==> src/rtl/attr_palette_pkg.sv <==
// -----------------------------------------------------------------------------
// attr_palette_pkg
//
// Shared definitions for the text-mode attribute palette controller:
//   - RGB_W / IDX_W        : colour word width and palette index width
//   - ATTR_W               : width of a text attribute byte
//   - PAL_DEPTH            : number of palette entries
//   - cpu_state_t          : states of the CPU palette-access FSM
//   - DEFAULT_PALETTE      : standard 16-colour VGA palette loaded on reset
//   - pal_select()         : attribute/glyph/blink -> palette index
// -----------------------------------------------------------------------------
package attr_palette_pkg;

    localparam int RGB_W     = 24;
    localparam int IDX_W     = 4;
    localparam int ATTR_W    = 8;
    localparam int PAL_DEPTH = 16;

    typedef enum logic {
        CPU_IDLE = 1'b0,
        CPU_ACK  = 1'b1
    } cpu_state_t;

    localparam logic [RGB_W-1:0] DEFAULT_PALETTE [PAL_DEPTH] = '{
        24'h000000, 24'h0000AA, 24'h00AA00, 24'h00AAAA,
        24'hAA0000, 24'hAA00AA, 24'hAA5500, 24'hAAAAAA,
        24'h555555, 24'h5555FF, 24'h55FF55, 24'h55FFFF,
        24'hFF5555, 24'hFF55FF, 24'hFFFF55, 24'hFFFFFF
    };

    // Picks the palette entry for one character-cell pixel.
    // In blink mode attr[7] is the blink flag, so the background is limited
    // to the low eight colours; a blinking cell in the hidden phase shows
    // only its background.
    function automatic logic [IDX_W-1:0] pal_select(
        input logic [ATTR_W-1:0] attr,
        input logic              glyph,
        input logic              blink_mode,
        input logic              phase
    );
        logic eff_glyph;
        eff_glyph = glyph & ~(blink_mode & attr[7] & phase);
        if (eff_glyph) begin
            return attr[3:0];
        end else if (blink_mode) begin
            return {1'b0, attr[6:4]};
        end else begin
            return attr[7:4];
        end
    endfunction

endpackage

==> src/rtl/attr_palette_blink_timer.sv <==
// -----------------------------------------------------------------------------
// blink_timer
//
// Counts frame-start strobes and toggles the blink phase every BLINK_FRAMES
// frames.
//
// Parameters:
//   BLINK_FRAMES : frames per blink half-period, 1..255
// Ports:
//   clk          in   sole clock, rising edge
//   rst_n        in   synchronous active-low reset
//   vsync_pulse  in   one-cycle frame-start strobe
//   blink_phase  out  1 = blinking cells currently hidden
// -----------------------------------------------------------------------------
module blink_timer #(
    parameter int unsigned BLINK_FRAMES = 16
) (
    input  logic clk,
    input  logic rst_n,
    input  logic vsync_pulse,
    output logic blink_phase
);

    // Terminal count; with BLINK_FRAMES = 1 this is zero, so the counter
    // never leaves zero and the phase flips on every strobe.
    localparam logic [7:0] LAST_FRAME = 8'(BLINK_FRAMES - 1);

    logic [7:0] frame_cnt_reg;
    logic [7:0] frame_cnt_next;
    logic       phase_reg;
    logic       phase_next;

    always_comb begin
        frame_cnt_next = frame_cnt_reg;
        phase_next     = phase_reg;
        if (vsync_pulse) begin
            if (frame_cnt_reg == LAST_FRAME) begin
                frame_cnt_next = 8'd0;
                phase_next     = ~phase_reg;
            end else begin
                frame_cnt_next = frame_cnt_reg + 8'd1;
            end
        end
    end

    always_ff @(posedge clk) begin
        if (!rst_n) begin
            frame_cnt_reg <= 8'd0;
            phase_reg     <= 1'b0;
        end else begin
            frame_cnt_reg <= frame_cnt_next;
            phase_reg     <= phase_next;
        end
    end

    assign blink_phase = phase_reg;

endmodule

==> src/rtl/attr_palette_ctrl.sv <==
// -----------------------------------------------------------------------------
// attr_palette_ctrl
//
// Text-mode colour stage: turns an attribute byte plus a font bit into a
// 24-bit RGB pixel through a 16-entry palette shared with a CPU port.
//
// Parameters:
//   BLINK_FRAMES : frames per blink half-period, 1..255
// Ports:
//   clk, rst_n           clock and synchronous active-low reset
//   pix_valid            pixel lookup request this cycle
//   pix_attr[7:0]        text attribute byte
//   pix_glyph            font bit, 1 = foreground
//   pix_blank            blanking interval (output forced black)
//   vsync_pulse          one-cycle frame-start strobe
//   blink_en             1 = attr[7] is blink, 0 = attr[7] is bright bg
//   rgb_out[23:0]        pixel colour, two cycles after the request
//   rgb_valid            pix_valid delayed two cycles
//   blink_phase          current blink phase
//   cpu_req/we/idx/wdata CPU palette access, held until cpu_ack
//   cpu_ack              one-cycle completion strobe
//   cpu_rdata[23:0]      read data, held until the next read
// -----------------------------------------------------------------------------
module attr_palette_ctrl
    import attr_palette_pkg::*;
#(
    parameter int unsigned BLINK_FRAMES = 16
) (
    input  logic                clk,
    input  logic                rst_n,
    input  logic                pix_valid,
    input  logic [ATTR_W-1:0]   pix_attr,
    input  logic                pix_glyph,
    input  logic                pix_blank,
    input  logic                vsync_pulse,
    input  logic                blink_en,
    output logic [RGB_W-1:0]    rgb_out,
    output logic                rgb_valid,
    output logic                blink_phase,
    input  logic                cpu_req,
    input  logic                cpu_we,
    input  logic [IDX_W-1:0]    cpu_idx,
    input  logic [RGB_W-1:0]    cpu_wdata,
    output logic                cpu_ack,
    output logic [RGB_W-1:0]    cpu_rdata
);

    // -------------------------------------------------------------------------
    // Blink timing
    // -------------------------------------------------------------------------
    blink_timer #(
        .BLINK_FRAMES (BLINK_FRAMES)
    ) u_blink_timer (
        .clk         (clk),
        .rst_n       (rst_n),
        .vsync_pulse (vsync_pulse),
        .blink_phase (blink_phase)
    );

    // -------------------------------------------------------------------------
    // Palette port arbitration
    // -------------------------------------------------------------------------
    // The palette has one access per cycle. A visible pixel always owns it;
    // the CPU only gets the port in cycles the pixel path leaves free.
    logic             pix_use;
    logic [IDX_W-1:0] pix_idx;
    logic [IDX_W-1:0] access_idx;
    logic [RGB_W-1:0] rd_word;
    logic             cpu_grant;
    logic             pal_wr;
    cpu_state_t       state_reg;

    assign pix_use    = pix_valid & ~pix_blank;
    // blink_phase is the registered value, so a pixel sampled together with
    // a toggling vsync strobe still sees the phase from before the toggle.
    assign pix_idx    = pal_select(pix_attr, pix_glyph, blink_en, blink_phase);
    assign access_idx = pix_use ? pix_idx : cpu_idx;
    assign cpu_grant  = (state_reg == CPU_IDLE) & cpu_req & ~pix_use;
    assign pal_wr     = cpu_grant & cpu_we;

    // -------------------------------------------------------------------------
    // Palette storage
    // -------------------------------------------------------------------------
    // Kept in flops rather than block RAM because every entry must return
    // to its default colour on reset.
    logic [PAL_DEPTH-1:0][RGB_W-1:0] palette_word;

    generate
        for (genvar gi = 0; gi < PAL_DEPTH; gi++) begin : g_entry
            logic [RGB_W-1:0] entry_reg;

            always_ff @(posedge clk) begin
                if (!rst_n) begin
                    entry_reg <= DEFAULT_PALETTE[gi];
                end else if (pal_wr && (cpu_idx == IDX_W'(gi))) begin
                    entry_reg <= cpu_wdata;
                end
            end

            assign palette_word[gi] = entry_reg;
        end
    endgenerate

    // A write lands at the grant edge, so a pixel sampled at that same edge
    // still reads the old word and any later pixel reads the new one.
    assign rd_word = palette_word[access_idx];

    // -------------------------------------------------------------------------
    // CPU access FSM
    // -------------------------------------------------------------------------
    logic             cpu_ack_reg;
    logic [RGB_W-1:0] cpu_rdata_reg;

    always_ff @(posedge clk) begin
        if (!rst_n) begin
            state_reg     <= CPU_IDLE;
            cpu_ack_reg   <= 1'b0;
            cpu_rdata_reg <= '0;
        end else begin
            case (state_reg)
                CPU_IDLE: begin
                    cpu_ack_reg <= 1'b0;
                    if (cpu_grant) begin
                        state_reg   <= CPU_ACK;
                        cpu_ack_reg <= 1'b1;
                        if (!cpu_we) begin
                            cpu_rdata_reg <= rd_word;
                        end
                    end
                end
                CPU_ACK: begin
                    // The request is still asserted here; it is ignored
                    // so that one request yields exactly one access.
                    state_reg   <= CPU_IDLE;
                    cpu_ack_reg <= 1'b0;
                end
                default: begin
                    state_reg   <= CPU_IDLE;
                    cpu_ack_reg <= 1'b0;
                end
            endcase
        end
    end

    assign cpu_ack   = cpu_ack_reg;
    assign cpu_rdata = cpu_rdata_reg;

    // -------------------------------------------------------------------------
    // Pixel pipeline: palette read register, then output register
    // -------------------------------------------------------------------------
    logic             s1_valid_reg;
    logic             s1_show_reg;
    logic [RGB_W-1:0] s1_rgb_reg;
    logic             rgb_valid_reg;
    logic [RGB_W-1:0] rgb_out_reg;

    always_ff @(posedge clk) begin
        if (!rst_n) begin
            s1_valid_reg  <= 1'b0;
            s1_show_reg   <= 1'b0;
            s1_rgb_reg    <= '0;
            rgb_valid_reg <= 1'b0;
            rgb_out_reg   <= '0;
        end else begin
            s1_valid_reg  <= pix_valid;
            s1_show_reg   <= pix_use;
            s1_rgb_reg    <= pix_use ? rd_word : '0;
            rgb_valid_reg <= s1_valid_reg;
            // Blanked and idle slots both drive black.
            rgb_out_reg   <= s1_show_reg ? s1_rgb_reg : '0;
        end
    end

    assign rgb_valid = rgb_valid_reg;
    assign rgb_out   = rgb_out_reg;

endmodule

==> config.mk <==
export PLATFORM = sky130hd
export DESIGN_NAME = attr_palette_ctrl
export DESIGN_NICKNAME = d
export VERILOG_FILES = /design/src/rtl/attr_palette_pkg.sv /design/src/rtl/attr_palette_blink_timer.sv /design/src/rtl/attr_palette_ctrl.sv
export SDC_FILE = /design/constraint.sdc
export NUM_CORES = 1
export LEC_CHECK = 0
export ABC_AREA = 1
export CORE_MARGIN = 2
export CORE_UTILIZATION = 56
export CTS_BUF_LIST = sky130_fd_sc_hd__clkbuf_4
export CTS_CLUSTER_DIAMETER = 60
export DETAILED_ROUTE_END_ITERATION = 10
export DONT_BUFFER_PORTS = 1
export GPL_TIMING_DRIVEN = 0
export MAX_ROUTING_LAYER = met4
export PLACE_DENSITY = 0.78
export SKIP_CTS_REPAIR_TIMING = 1
export SLEW_MARGIN = 25
export SYNTH_ARGS = -nofsm -noshare
export SYNTH_HDL_FRONTEND = slang
export SYNTH_SLANG_ARGS = --single-unit
==> constraint.sdc <==
create_clock -name clk -period 2.2 [get_ports clk]
set_clock_uncertainty 0.2 [all_clocks]
set_input_delay 0.33 -clock clk [delete_from_list [all_inputs] [get_ports clk]]
set_output_delay 0.33 -clock clk [all_outputs]
set_load 0.05 [all_outputs]
==> summary.md, run 1 <==
| Metric | Value |
|---|---|
| Die Y | around 200 um |
| Critical-path maximum fanout | 10 |
| Clock root cell | clkbuf_4 |
| GRT overflow | 0 |
| Nets | 3,129 |
| Area grow syn2layout | 21.7% |
| PwrDens | 776 nW/um2 |
| Most frequent cells in the layout | inv_1, dfxtp_1, nand2_1 |
| Final hold violations | 2 |
| Finish-stage setup viols | 143 |
| Most common cell after layout, fill and taps aside | inv_1 |
| Max_slew headroom | 18.5% |
| TritonRoute pass-1 iters | 7 |
| Min Tclk post-route | 2.54 ns |
| Synth Area in Compound Gates | 19.8% |
| NetSw | 6.02 mW |
| WHS | -0.0171 ns |
| Initial antenna violation count | 2 |
| R2r worst-path depth | 13 |
| Synth area leader | dfxtp_1 |
| Worst-path clk slew | 0.07 ns |
| Global-route wire length before repair | 123,000 um |
| Type of the most critical hold path | input pin to register |
| Vias | 22,261 |
| CP Depth | 13 |
| Slowest stage cell, crit path | dfxtp_4 |
| Gate power share | roughly 15% |
| Clock power share | 40.0% |
| F_max | 394 MHz |
| Simple-Gate Fraction of Synth Area | 20.5% |
| Mux share of post-synthesis cell area | 0% |
| Sequential share of power | 44.9% |
| Status | finished with violations |
| Asr flop ratio synth | 0% |
| DR DRC count | 0 |
| Synth Area in Adders | 0.0604% |
| Io pins | 96 |
| GPL Wtd Cong | slightly above 1 |
| Syn Nets | 2,960 |
| Fin area | about 25,000 um2 |
| CP Buf/Inv Count | 3 |
| Max FFs per register | 384 |
| Max Cap Viol | 0 |
| Vias per inst | approximately 6.1 |
| Post-DP HPWL | 60,400 um |
| Total CTS buffers | 120 |
| Synth warn | 0 |
| Worst-Skew Late Latency | 0.93 ns |
| Worst-Margin Slew | between 1 and 1.5 ns |
| Fin util | 69.0% |
| Largest family of logic cells by synthesized area | simple AND/OR/NAND/NOR gates |
| CTS tree | yes |
| VDD IR-drop max | 0.000503 V |
| GRT Overall Usage | 44.7% |
| Sink Count | 469 |
| P_leak | between 10 and 15 nW |
| Synth area leaders | dfxtp_1, nand3_1, inv_1 |
| Setup Crit Path Kind | register to register |
| Number of I/O port buffers | 0 |
| Cell Int Power | ~14 mW |
| Post-route setup slack | -0.341 ns |
| # rows | 70 |
| Slowest stage delay, CP | 0.47 ns |
| Die area | 38,500 um2 |
| DRT antenna net count | 0 |
| Die X | 196 um |
| Fin crit share | 116% |
| Synth top area share | a little under half |
| Core Box Area | 36,500 um2 |
| Crit path top cell by count | nand3_1 |
| Switching share of power | a little under a third |
| Area after DPL | 21,300 um2 |
| Worst EP required | 2.78 ns |
| Unrepaired setup endpoints after global routing | true |
| Starting Density | 56.7% |
| Crit path launch type | register |
| Post-synthesis cell count | 2,914 |
| Cell area after synthesis | 20,700 um2 |
| Routed WL per cell | around 24 um |
| Synth Area in XOR/XNOR | 0% |
| Main synth FF type | dfxtp_1 |
| Critical-path cell list | nand3_4, nand3_2, nand3_4, nand2_8, clkbuf_16, buf_12, nand2_1, nand3_1, nand3_1, nand3_2, nand3_1, nand2_1, inv_1 |
| CP Data Arrival Time | 3.12 ns |
| DRT Wirelength | a little under 90,000 um |
| WHS Path Cells | 3 |
| Iteration-0 DRC Markers | 3,154 |
| Vias in the first global route | 19,760 |
| Clock Tree Buf Depth | 3 |
| CP top delay family | simple AND/OR/NAND/NOR gates |
| H-Tree Depth | 3 |
| Flop and latch count out of synthesis | between 400 and 500 |
| Post-synthesis sequential area ratio | 45.4% |
| Pin count of the biggest net entering global routing | 18 |
| Share of cells above drive strength 1 | 18.9% |
| Failing checks | negative hold slack, negative setup slack |
| CP endpoint kind | register |
| Post-synth cell types | 31 |
| Max-slew violation count | 0 |
| Avg Cell Area, Syn | between 7 and 8 um2 |
| Post-synth EDFFs | 0 |
## power by group through the flow
| stage | combinational, mW | clock [mW] | sequential [mW] |
|---|---|---|---|
| finish | 2.95 | 7.83 | 8.79 |
| floorplan | 1.24 | 0 | 8.96 |
| global route | 3.03 | 8.26 | 8.80 |
| detailed placement | 2.13 | 0 | 8.98 |
| global placement | 2.11 | 0 | 8.98 |
| CTS | 2.14 | 7.73 | 8.79 |
## tightest hold or removal path, stage by stage
cell	delay, ns
buf_1	0.45
nand2_1	0.21
o211ai_1	0.07
## area by class of cell
cell class                      instances  area [um2]
Sequential cell                       469        9400
Buffer                                236        1600
Timing Repair Buffer                   47         457
Clock buffer                          188        1410
Inverter                              497        1870
Fill cell                            3149       11300
Multi-Input combinational cell       1712        9720
Antenna cell                            2        5.00
Tap cell                              468         586
Clock inverter                         23         156
## cells in the mapped netlist, types with 49 or more instances
cell type,instances
nand2_1,369
o21ai_1,76
o21ai_0,262
o211ai_1,52
inv_1,483
clkbuf_1,112
buf_2,89
nand3_1,489
nor2_1,49
dfxtp_1,469
a21oi_1,359
## routing by layer
layer / share of wire (%) / up-vias / wire length (um) / track usage, %
li1: - / 9895 / - / -
met1: 38 / 10407 / 33300 / 58.2
met2: 42 / 1625 / 36400 / 62.0
met3: 14 / 334 / 12400 / 12.5
met4: 6.4 / 0 / 5580 / 25.8
met5: 0 / - / 0 / -
## cells by family after synthesis
logic type,count (synthesis)
buf+inv,733
simple gates,934
fa+ha+maj,1
compound gates,777
flops,469
## worst paths after layout
check	startpoint	slack [ns]	endpoint
max	u_blink_timer.blink_phase	-0.34	cpu_rdata[4]
min	cpu_wdata[5]	-0.02	g_entry[15].entry_reg[5]
max reg2reg	u_blink_timer.blink_phase	-0.34	cpu_rdata[4]
min reg2reg	s1_rgb_reg[15]	0.21	rgb_out[15]
## per-stage QoR
stage | total power [mW] | setup WS [ns] | setup TNS, ns | instances
final | 19.6 | -0.341 | -27.02 | 3642
after global routing | 20.1 | -0.326 | -27.84 | 3641
after CTS | 18.7 | -1.02 | -64.04 | 3593
after detailed placement | 11.1 | -0.988 | -122.73 | 3382
after global placement | 11.1 | -0.936 | -112.76 | 3382
after floorplan | 10.2 | 0.0873 | 0 | 2914
Power figures use the tool's default switching activity.
==> run 2, diff against run 1 <==
--- a/config.mk
+++ b/config.mk
@@ -7,14 +7,15 @@
 export LEC_CHECK = 0
 export ABC_AREA = 1
 export CORE_MARGIN = 2
-export CORE_UTILIZATION = 56
+export CORE_UTILIZATION = 25
 export CTS_BUF_LIST = sky130_fd_sc_hd__clkbuf_4
 export CTS_CLUSTER_DIAMETER = 60
 export DETAILED_ROUTE_END_ITERATION = 10
 export DONT_BUFFER_PORTS = 1
 export GPL_TIMING_DRIVEN = 0
 export MAX_ROUTING_LAYER = met4
-export PLACE_DENSITY = 0.78
+export PLACE_DENSITY = 0.45
+export RECOVER_POWER = 25
 export SKIP_CTS_REPAIR_TIMING = 1
 export SLEW_MARGIN = 25
 export SYNTH_ARGS = -nofsm -noshare
==> constraint.sdc (replaced) <==
create_clock -name clk -period 3.2 [get_ports clk]
set_clock_uncertainty 0.2 [all_clocks]
set_input_delay 0.48 -clock clk [delete_from_list [all_inputs] [get_ports clk]]
set_output_delay 0.48 -clock clk [all_outputs]
set_load 0.05 [all_outputs]
==> run 2 against run 1 <==
  * The run now ends clean
  * Global-route usage shrank 22 points
  * Clock power shrank 23%
  * Maximum frequency shrank 20%
  * Die area grew 120%
  * Clock-buffer cell count grew 8
  * Critical path type unchanged
==> summary.md, run 2 (synthesis gave the netlist of run 1 again) <==
| Metric | Value |
|---|---|
| Status | finished, final reports clean |
| Finish-stage setup viols | 0 (-100%) |
| HP Start | cpu_idx[1] |
| Gate power share | 12.2% (-2.9 points) |
| Worst-path clk slew | 0.07 ns (about the same) |
| Setup Crit Path Kind | register to register |
| Io pins | 96 (unchanged) |
| Switching share of power | 31.3% (+0.52 points) |
| Crit path top cell by count | nand3_1 |
| CP Buf/Inv Count | 3 (unchanged) |
| Cell Int Power | 9.48 mW (-30%) |
| Worst-Margin Slew | 1.21 ns (-0.0122 ns) |
| VDD IR-drop max | 0.000286 V (-43%) |
| Critical-path cell list | nand3_2, nand3_1, nand3_1, o21ai_2, clkbuf_4, buf_2, nand3_1, nand3_1, nand3_1, nand3_1, nand2_1, inv_1 |
| Filler cells | 9,292 (+200%) |
| CP endpoint kind | register |
| CP Depth | 12 (-1) |
| Critical-path maximum fanout | 10 (unchanged) |
| Tot Pwr | 13.8 mW (-30%) |
| Clock power share | 44.0% (+4.0 points) |
| Share of cells above drive strength 1 | 10.9% (-7.9 points) |
| Clock root cell | clkbuf_4 |
| Routed WL per cell | 22.6 um (-6.1%) |
| Crit path launch type | register |
| # rows | 105 (+50%) |
| PwrDens | 569 nW/um2 (-27%) |
| Worst-Skew Late Latency | 1.03 ns (+0.10 ns) |
| Sequential share of power | 43.8% (-1.1 points) |
| Slowest stage cell, crit path | dfxtp_4 |
| Worst reg2reg startpoint | u_blink_timer.blink_phase |
| R2r worst-path depth | 12 (-1) |
| Sink Count | 469 (unchanged) |
| Unrepaired setup endpoints after global routing | true |
| Pin count of the biggest net entering global routing | 17 (-1) |
| CP Data Arrival Time | 3.92 ns (+0.80 ns) |
| Critical path startpoint | u_blink_timer.blink_phase |
| Final hold violations | 0 (-2) |
| NetSw | 4.31 mW (-28%) |
| Starting Density | 25.3% (-31 points) |
| Iteration-0 DRC Markers | 2,033 (-36%) |
| GRT overflow | 0 (unchanged) |
| P_leak | 11.3 nW (-4.5%) |
| Number of placed cells counting well taps | 3,984 (+18%) |
| Area after DPL | 22,000 um2 (+3.6%) |
| Initial antenna violation count | 5 (+3) |
| Max FFs per register | 384 (unchanged) |
| GRT Overall Usage | 22.8% (-22 points) |
| Non-Filler Instances | 4,271 (+17%) |
| Die X | 292 um (+49%) |
| Max_slew headroom | 19.3% (+0.81 points) |
| Type of the most critical hold path | input pin to register |
| Fin util | 29.6% (-39 points) |
| WHS Path Cells | 5 (+2) |
| Number of I/O port buffers | 0 (unchanged) |
| TritonRoute pass-1 iters | 8 (+1) |
| DR DRC count | 0 (unchanged) |
| F_max | 314 MHz (-20%) |
| CTS tree | yes |
| Total CTS buffers | 144 (+20%) |
| H-Tree Depth | 4 (+1) |
| Clock Tree Buf Depth | 3 (unchanged) |
| Slowest stage delay, CP | 0.47 ns (about the same) |
| Vias | 21,051 (-5.4%) |
| Worst EP required | 3.94 ns (+1.16 ns) |
| Storage element area | 9390 um2 (about the same) |
| Global-route wire length before repair | 137,000 um (+11%) |
| Core Box Area | 82,000 um2 (+120%) |
| Die Y | 292 um (+49%) |
| Most common cell after layout, fill and taps aside | nand3_1 |
| CP top delay family | simple AND/OR/NAND/NOR gates |
| DRT antenna net count | 0 (unchanged) |
| DRT Wirelength | 96,600 um (+10%) |
| Most frequent cells in the layout | nand3_1, inv_1, dfxtp_1 |
| Post-DP HPWL | 69,000 um (+14%) |
| Max Cap Viol | 0 (unchanged) |
| Vias in the first global route | 19,600 (-0.81%) |
| Vias per inst | 4.93 (-19%) |
| Area grow syn2layout | 17.1% |
| Multi-input gate area | 8320 um2 (-14%) |
| Fin crit share | 99.4% (-16 points) |
| TNS Setup | 0 ns (+27.02 ns) |
| GPL Wtd Cong | 0.971 (-5.2%) |
| Die area | 85,100 um2 (+120%) |
| Max-slew violation count | 0 (unchanged) |
| Min Tclk post-route | 3.18 ns (+0.639 ns) |
| Fin area | 24,200 um2 (-3.8%) |
| Nets | 3,151 (+0.70%) |
## run 2: worst paths after layout
path / to / slack (ns)
setup / recovery: cpu_rdata[14] / 0.02
setup reg to reg: cpu_rdata[14] / 0.02
hold / removal: g_entry[8].entry_reg[18] / 0.06
hold reg to reg: rgb_out[8] / 0.21
## run 2: power by group through the flow
stage	combinational [mW]	sequential, mW	clock, mW
finish	1.68	6.05	6.06
global route	1.75	6.05	6.51
CTS	1.57	6.05	6.18
detailed placement	1.57	6.18	0
global placement	1.57	6.18	0
floorplan	0.856	6.16	0
## run 2: layer usage
layer | part of all wire, % | wire length, um | global-route usage, % | vias up
li1 | - | - | - | 9920
met1 | 43 | 41300 | 28.6 | 10047
met2 | 45 | 43400 | 34.7 | 890
met3 | 7.7 | 7430 | 5.00 | 194
met4 | 4.5 | 4380 | 11.0 | 0
met5 | 0 | 0 | - | -
## run 2: cell type report
cell class | count | share of cell area (%)
Sequential cell | 469 | 38.7
Multi-Input combinational cell | 1712 | 34.3
Inverter | 497 | 7.70
Clock buffer | 196 | 6.07
Tap cell | 1070 | 5.52
Buffer | 236 | 4.45
Timing Repair Buffer | 45 | 1.86
Clock inverter | 43 | 1.31
Antenna cell | 3 | 0.0310
## run 2: tightest hold or removal path, delay by kind of cell
kind | cells | cell delay [ns]
simple gates | 2 | 0.35
buf+inv | 2 | 0.25
compound gates | 1 | 0.13
## run 2: metrics by stage
stage                     hold slack (ns)  worst slack, ns
final                              0.0577           0.0197
after global routing               0.0217          -0.0172
after CTS                          -0.722           -0.611
after detailed placement            0.203           -0.673
after global placement              0.197           -0.614
after floorplan                     0.190            0.874
